--- src/rtl/cordic_freq_disc.sv ---
// Frequency discriminator: wrapped phase step between successive CORDIC results, block-averaged.
// Optional squelch enabled by defining CORDIC_FREQ_DISC_SQUELCH_EN.
module cordic_freq_disc #(
    parameter int XY_WDT   = 18,
    parameter int AVG_LOG2 = 2
) (
    input  logic              clk,
    input  logic              reset,
    input  logic              sclr,
    input  logic              en,
    input  logic              vld,
    input  logic [XY_WDT-1:0] mag,
    input  logic [XY_WDT+1:0] ph,
    input  logic [XY_WDT-1:0] thr,
    output logic              rdy,
    output logic [XY_WDT+1:0] freq,
    output logic              sq
);

    localparam int PH_WDT = XY_WDT + 2;
    localparam int D_W    = PH_WDT + 1;
    localparam int ACC_W  = PH_WDT + AVG_LOG2;
    localparam int CNT_W  = (AVG_LOG2 > 0) ? AVG_LOG2 : 1;

    localparam logic signed [D_W-1:0] PI     = D_W'(longint'(1) << (PH_WDT - 2));
    localparam logic signed [D_W-1:0] TWO_PI = D_W'(longint'(1) << (PH_WDT - 1));
    localparam logic [CNT_W-1:0]      CNT_LAST = CNT_W'((1 << AVG_LOG2) - 1);

    typedef enum logic {
        ST_EMPTY = 1'b0,
        ST_RUN   = 1'b1
    } state_t;

    state_t                   r_state;
    logic [CNT_W-1:0]         r_cnt;
    logic signed [ACC_W-1:0]  r_acc;
    logic [PH_WDT-1:0]        r_ph_prev;
    logic [PH_WDT-1:0]        r_freq;
    logic                     r_rdy;
    logic                     r_sq;
    logic                     r_flag;

    state_t                   w_state_next;
    logic [CNT_W-1:0]         w_cnt_next;
    logic signed [ACC_W-1:0]  w_acc_next;
    logic [PH_WDT-1:0]        w_ph_prev_next;
    logic [PH_WDT-1:0]        w_freq_next;
    logic                     w_rdy_next;
    logic                     w_sq_next;
    logic                     w_flag_next;

    logic signed [D_W-1:0]    w_d;
    logic signed [D_W-1:0]    w_d_wrap;
    logic signed [ACC_W-1:0]  w_step;
    logic signed [ACC_W-1:0]  w_sum;
    logic [PH_WDT-1:0]        w_freq_new;
    logic                     w_sq_now;
    logic                     w_last;

`ifdef CORDIC_FREQ_DISC_SQUELCH_EN
    assign w_sq_now = (mag < thr);
`else
    logic w_unused_ok;
    assign w_unused_ok = ^{mag, thr};
    assign w_sq_now    = 1'b0;
`endif

    // One extra bit so the raw difference of two in-range phases never overflows.
    assign w_d = $signed({ph[PH_WDT-1], ph}) - $signed({r_ph_prev[PH_WDT-1], r_ph_prev});

    always_comb begin
        w_d_wrap = w_d;
        if (w_d > PI) begin
            w_d_wrap = w_d - TWO_PI;
        end else if (w_d <= -PI) begin
            w_d_wrap = w_d + TWO_PI;
        end
    end

    assign w_step     = w_sq_now ? '0 : ACC_W'(w_d_wrap);
    assign w_sum      = r_acc + w_step;
    assign w_freq_new = PH_WDT'(w_sum >>> AVG_LOG2);
    assign w_last     = (r_cnt == CNT_LAST);

    always_comb begin
        w_state_next   = r_state;
        w_cnt_next     = r_cnt;
        w_acc_next     = r_acc;
        w_ph_prev_next = r_ph_prev;
        w_freq_next    = r_freq;
        w_rdy_next     = 1'b0;
        w_sq_next      = r_sq;
        w_flag_next    = r_flag;
        if (vld) begin
            w_ph_prev_next = ph;
            case (r_state)
                ST_EMPTY: begin
                    w_state_next = ST_RUN;
                end
                ST_RUN: begin
                    if (w_last) begin
                        w_freq_next = w_freq_new;
                        w_rdy_next  = 1'b1;
                        w_sq_next   = r_flag | w_sq_now;
                        w_flag_next = 1'b0;
                        w_acc_next  = '0;
                        w_cnt_next  = '0;
                    end else begin
                        w_acc_next  = w_sum;
                        w_cnt_next  = r_cnt + 1'b1;
                        w_flag_next = r_flag | w_sq_now;
                    end
                end
                default: begin
                    w_state_next = ST_EMPTY;
                end
            endcase
        end
    end

    // sclr outranks en so a frozen pipeline can still be flushed.
    always_ff @(posedge clk or posedge reset) begin
        if (reset) begin
            r_state   <= ST_EMPTY;
            r_cnt     <= '0;
            r_acc     <= '0;
            r_ph_prev <= '0;
            r_freq    <= '0;
            r_rdy     <= 1'b0;
            r_sq      <= 1'b0;
            r_flag    <= 1'b0;
        end else if (sclr) begin
            r_state   <= ST_EMPTY;
            r_cnt     <= '0;
            r_acc     <= '0;
            r_ph_prev <= '0;
            r_freq    <= '0;
            r_rdy     <= 1'b0;
            r_sq      <= 1'b0;
            r_flag    <= 1'b0;
        end else if (en) begin
            r_state   <= w_state_next;
            r_cnt     <= w_cnt_next;
            r_acc     <= w_acc_next;
            r_ph_prev <= w_ph_prev_next;
            r_freq    <= w_freq_next;
            r_rdy     <= w_rdy_next;
            r_sq      <= w_sq_next;
            r_flag    <= w_flag_next;
        end
    end

    assign rdy  = r_rdy;
    assign freq = r_freq;
    assign sq   = r_sq;

endmodule

--- config.mk ---
export PLATFORM = sky130hd
export DESIGN_NAME = cordic_freq_disc
export DESIGN_NICKNAME = d
export VERILOG_FILES = /design/src/rtl/cordic_freq_disc.sv
export SDC_FILE = /design/constraint.sdc
export NUM_CORES = 1
export LEC_CHECK = 0
export BUFFER_PORTS_ARGS = -buffer_cell sky130_fd_sc_hd__buf_2
export CORE_UTILIZATION = 52
export DETAILED_ROUTE_END_ITERATION = 8
export PLACE_DENSITY = 0.75
export SYNTH_ARGS = -nofsm -noshare
export SYNTH_HDL_FRONTEND = slang
export SYNTH_SLANG_ARGS = --single-unit
--- constraint.sdc ---
create_clock -name clk -period 3.99 [get_ports clk]
set_input_delay 0.1995 -clock clk [delete_from_list [all_inputs] [get_ports clk]]
set_output_delay 0.1995 -clock clk [all_outputs]
set_load 0.1 [all_outputs]
; ---- Yosys cells after proc, flatten, opt, wreduce, memory -nomap -nowiden
; Cells that the tools add are included.
[totals]
latch_bits = 0
word_cells = 61
output_inout_bits = 22
n_memories = 0
input_bits = 61
mem_bits_ro = 0
ff_bits = 68
ramBits = 0
[classes]
multipliers = 0
shift = 0
n_mux = 38
n_lt_le_gt_ge = 2
bitwise_logic = 0
n_div = 0
n_addsub = 5
n_eq_ne = 1
reduce_logical = 7
[op_table]
columns = operator, count
row1 = 2-to-1 mux 20 bit, 8
row2 = 2-to-1 mux 22 bit, 5
row3 = 2-to-1 mux 21 bit, 2
row4 = adder 22 x 21 -> 22 bit, 1
row5 = "adder 21 bit, second input constant", 1
row6 = "> comparator 21 x 20 -> 1 bit, second input constant", 1
row7 = "less-or-equal comparator 21 x 19 -> 1 bit, second input constant", 1
row8 = subtractor 20 x 20 -> 21 bit, 1
row9 = "subtractor 21 bit, second input constant", 1
row10 = 2-to-1 mux 1 bit, 18
row11 = 2-to-1 mux 2 bit, 5
row12 = nonzero test 2 bit, 4
row13 = AND reduction 4 bit, 1
row14 = AND reduction 3 bit, 1
row15 = "adder 2 x 1 -> 2 bit, second input constant", 1
row16 = "equality test 2 bit, second input constant", 1
row17 = AND reduction 2 bit, 1

; ---- Logic depth before layout (Yosys ltp)
[logic_depth]
ltp_word = 10
mapped_depth = 22
ltp_nobuf = 22

; ---- Worst setup path after synthesis
; Ideal clock, no wire load.
[synth_timing]
kind = register -> register
from = register r_ph_prev[0]
to = register r_freq[19], in the netlist freq[19]
setup_time_ns = 0.122
t_arrival_ns = 4.297
path_buffers = 0
synth_period_minus_slack_ns = 4.419
stages_incl_launch_ff = 22
setup_slack_ns = -0.429
required_time_ns = 3.868
cell_sequence = dfrtp_1 -> ha_1 -> inv_1 -> fa_1 -> a21oi_1 -> o21ai_1 -> a311oi_2 -> or4_4 -> a21oi_1 -> o22a_1 -> inv_1 -> ha_1 -> nor4b_1 -> nand2_1 -> a21oi_1 -> o41a_1 -> ha_1 -> a21oi_1 -> o21ai_0 -> xnor2_2 -> xnor2_1 -> a22o_1
[synth_between]
elab_chain_len = 10
elab_cells_between_ends = 13
classes_between = 4 x add/sub / 2 x order compare / 7 x mux
[synth_lines]
columns = element, line
row1 = from (decl), 37  ; logic [PH_WDT-1:0] r_ph_prev;
row2 = from (signal assigned), 145  ; r_ph_prev <= w_ph_prev_next;
row3 = subtractor 20 x 20 -> 21 bit *, 69  ; assign w_d = $signed({ph[PH_WDT-1], ph}) - $signed({r_ph_prev[PH_WDT-1], r_ph_prev});
row4 = adder 21 bit or less-or-equal comparator 21 x 19 -> 1 bit (tied branches), "76, 75"
row5 = 2-to-1 mux 21 bit, 75  ; end else if (w_d <= -PI) begin
row6 = 2-to-1 mux 21 bit *, 73  ; if (w_d > PI) begin
row7 = adder 22 x 21 -> 22 bit *, 81  ; assign w_sum = r_acc + w_step;
row8 = 2-to-1 mux 20 bit *, 101  ; if (w_last) begin
row9 = 2-to-1 mux 20 bit *, 96  ; case (r_state)
row10 = 2-to-1 mux 20 bit *, 94  ; if (vld) begin
row11 = 2-to-1 mux 20 bit *, 141  ; end else if (en) begin
row12 = 2-to-1 mux 20 bit *, 132  ; end else if (sclr) begin
row13 = to (signal assigned), 146  ; r_freq <= w_freq_next;
row14 = to (decl), 38  ; logic [PH_WDT-1:0] r_freq;
; Every way passes the cells marked *; elsewhere a longest branch is shown, timed or not. The select of a mux whose other input is x is not followed.
; A chain may end at the register's enable or synchronous reset.

; ---- Worst setup path after layout
; Ends and elaborated chain as after synthesis.

==> results.toml <==
[sta]
fin_crit_sh_pct = 111
clock_skew_ps = 6.85
period_needed_ps = 4410
hold_slack_ps = 66.2
slew_violations = 0
relSlewSlack_pct = 42.3
rsz0062_at_grt = "yes"
setup_ws_ps = -422
fmax_mhz = 227
finalHoldViolCount = 0
setup-violations-final = 8
tightest_slew_ps = 865

[setup_path]
path_class = "flop to flop"
worstRegToRegCells = 20
cpMostUsedCell = "a22o_1"
worstSetupStartpointType = "flop"
crit_chain = "ha_2 -> inv_2 -> fa_2 -> a21oi_4 -> buf_6 -> o22ai_4 -> a22o_1 -> o31ai_2 -> xor2_1 -> inv_1 -> a21oi_1 -> nand4b_1 -> o311a_1 -> o41a_1 -> ha_4 -> a21oi_2 -> o21ai_2 -> xnor2_2 -> xnor2_1 -> a22o_1"
cpMaxStageDelayCell = "o41a_1"
crit_path_end_kind = "flop"
worst-path-stages = 20
cp_slowest_stage_delay_ps = 460
cp_top_family = "compound AO/OA/AOI/OAI gates"
required_ps = 4250
arrival_ps = 4680
path_max_fanout = 3
path_buf_inv = 3

[routing]
drcViolationCount = 0
dr.first_iter.drc_count = 432
via_per_inst = 6.26
vias = 5593
drtPass1Iterations = 5
avgRoutedWirePerCell_um = 18.8
ant_nets = 0
wirelength_um = 16800

[pwr]
power.leakage_nw = 3.22
power_density_nw_per_um2 = 643
combPwrFrac_pct = 66.7
pwr-share-clk_pct = 11.8
pwr-share-seq_pct = 21.5
ir_worst_vdd_v = 0.000500
p_int_w = 0.00224
switching_share_pct = 51.0
p_sw_w = 0.00233

[synth]
yosys_warnings = 0
synth_xor_area_share_pct = 4.91
syn-mean-instance-area_um2 = 8.19
yosys.area.top_type = "dfrtp_1"
yosys.area_share.simple_pct = 18.6
synthAdderAreaFrac_pct = 11.5
synth_top_family_by_area = "compound AO/OA/AOI/OAI gates"
synth_area_um2 = 5140
syn-num-nets = 735
synthMuxAreaShare_pct = 0.219
synth.top_cell.area_share_pct = 32.1
yosysSeqAreaShare_pct = 32.1
syn_inst = 628
async_flop_share_pct = 100
synth_area_leaders = "dfrtp_1 32%, ha_1 11%, nand2_1 6.9%, a21oi_1 5.3%, inv_1 3.6%"
synth_compound_area_share_pct = 26.5
synth.distinct_cells = 69
synth-edff-count = 0
synth_seq_cells = 66
synth_flop_cell = "dfrtp_1"

[clocking]
cts.htree.levels = 3
cts_made_buffers = 9
cts.sinks = 66
insertion_delay_ps = 370
cts_tree = "yes"
cts-root-buf = "clkbuf_8"
clockBufferDepth = 2
clkTransAtPathRegs_ps = 90

[grt]
grt_overflow = 0
track_usage_pct = 29.2
first_global_vias = 5071
grt_pass1_wl_um = 23500
antenna_found_initial = 0
grt_max_degree = 38

[min_path]
holdPathStages = 3
min_path_type = "input port to flop"

[job]
cap_viol_max_count = 0

[final_layout]
seq_area_um2 = 1650
fillers = 618
layout_common_cells = "99 x buf_4, 95 x nand2_1, 66 x dfrtp_1"
area_growth_pct = 38.1
fin_nets = 867
mostFrequentLayoutCell = "buf_4"
drive_gt1_share_pct = 35.8
n_antenna_cell = 0
final_cells = 894
multi_input_area_um2 = 3880

[placed_design]
io_buffer_count = 45
numPlacedInstances = 857
gp_congestion = 0.921
hpwlAfterDp_um = 10100

[floorplan]
die_h_um = 101
coreArea_um2 = 9420
initial_core_util_pct = 54.6
ios = 83
rows = 35
die-area_um2 = 10300
dieWidth_um = 101

[outcome]
violations = "setup timing"
outcome = "finished, violations left"
-- routing by layer --
metal	wire [um]	track usage [%]	share of wire, %
met2	8460	49.6	50
met4	668	11.7	4.0
met5	0	0	0
met3	1100	4.76	6.6
met1	6540	37.1	39
-- final timing paths --
path                               from  slack, ps            to
max                        r_ph_prev[0]       -420      freq[19]
min                               ph[0]         70  r_ph_prev[0]
max reg2reg                r_ph_prev[0]       -420      freq[19]
min reg2reg                     freq[6]        480       freq[6]
max in group asynchronous         reset       2580     r_acc[13]
min in group asynchronous         reset        460       freq[2]
-- power by group through the flow --
| stage | Combinational [W] | Sequential (W) | Clock [W] |
|---|---|---|---|
| floorplan | 0.00119 | 0.00158 | 0 |
| global placement | 0.00241 | 0.000962 | 0 |
| detailed placement | 0.00248 | 0.000971 | 0 |
| CTS | 0.00266 | 0.000963 | 0.000544 |
| global route | 0.00322 | 0.000997 | 0.000575 |
| finish | 0.00305 | 0.000982 | 0.000540 |
-- state kept, by name, indices dropped and copies added (netlist names) --
| signal | count |
|---|---|
| freq | 20 |
| r_state | 1 |
| rdy | 1 |
| r_ph_prev | 20 |
| r_acc | 22 |
| r_cnt | 2 |
-- kinds of logic after synthesis --
| logic type | after synthesis |
|---|---|
| simple gates | 209 |
| compound gates | 197 |
| buf+inv | 80 |
| flops | 66 |
| fa+ha+maj | 46 |
| xor+xnor | 28 |
| other cells | 1 |
| mux | 1 |
-- synth_stat cells (5+ instances only) --
cell type,number
xnor2_1,15
clkbuf_1,20
inv_1,50
ha_1,44
a22o_1,20
a21o_1,15
nor2_1,41
o21bai_1,5
nand3_1,19
xor2_1,12
a32o_1,6
a211oi_1,7
dfrtp_1,66
nor3_1,14
nand2_1,95
o21ai_0,33
o31ai_1,7
a21oi_1,54
and2_1,7
o21a_1,5
-- worst reg2reg max path: stages (launching register included) --
cell and delay [ps]:
dfrtp_1 360, ha_2 190, inv_2 40, fa_2 360, a21oi_4 160, buf_6 150, o22ai_4 90, a22o_1 230
o31ai_2 230, xor2_1 220, inv_1 100, a21oi_1 160, nand4b_1 190, o311a_1 330, o41a_1 460, ha_4 250
a21oi_2 170, o21ai_2 90, xnor2_2 250, xnor2_1 110, a22o_1 180
-- area by class of cell --
type / count / share of cell area [%]
clock buffer: 9 / 1.74
clock inverter: 7 / 0.775
inverter: 50 / 2.64
multi-input combinational: 482 / 54.6
sequential: 66 / 23.2
tap: 129 / 2.27
timing repair buffer: 151 / 14.7
-- metrics by stage --
step           setup WS (ps)  util (%)  power, W  area, um2  setup TNS, ps
2_1_floorplan          -47.5         -   0.00277       5230          -47.5
3_3_place_gp            -244      65.1   0.00338       6130          -1350
3_5_place_dp            -339      65.1   0.00345       6130          -2180
4_1_cts                 -256      70.4   0.00417       6630           -511
5_1_grt                 -581      75.5   0.00479       7110          -3310
6_report                -422      75.5   0.00457       7110          -1750
-- repair_timing --
action	4_1_cts	5_1_grt
pin swaps	46	44
endpoints found under the hold margin	29	0
resized for setup	56	67
hold buffers	1	0
endpoints found under the setup margin	14	16
buffers inserted	11	14
(Power assumes the default switching activity.)
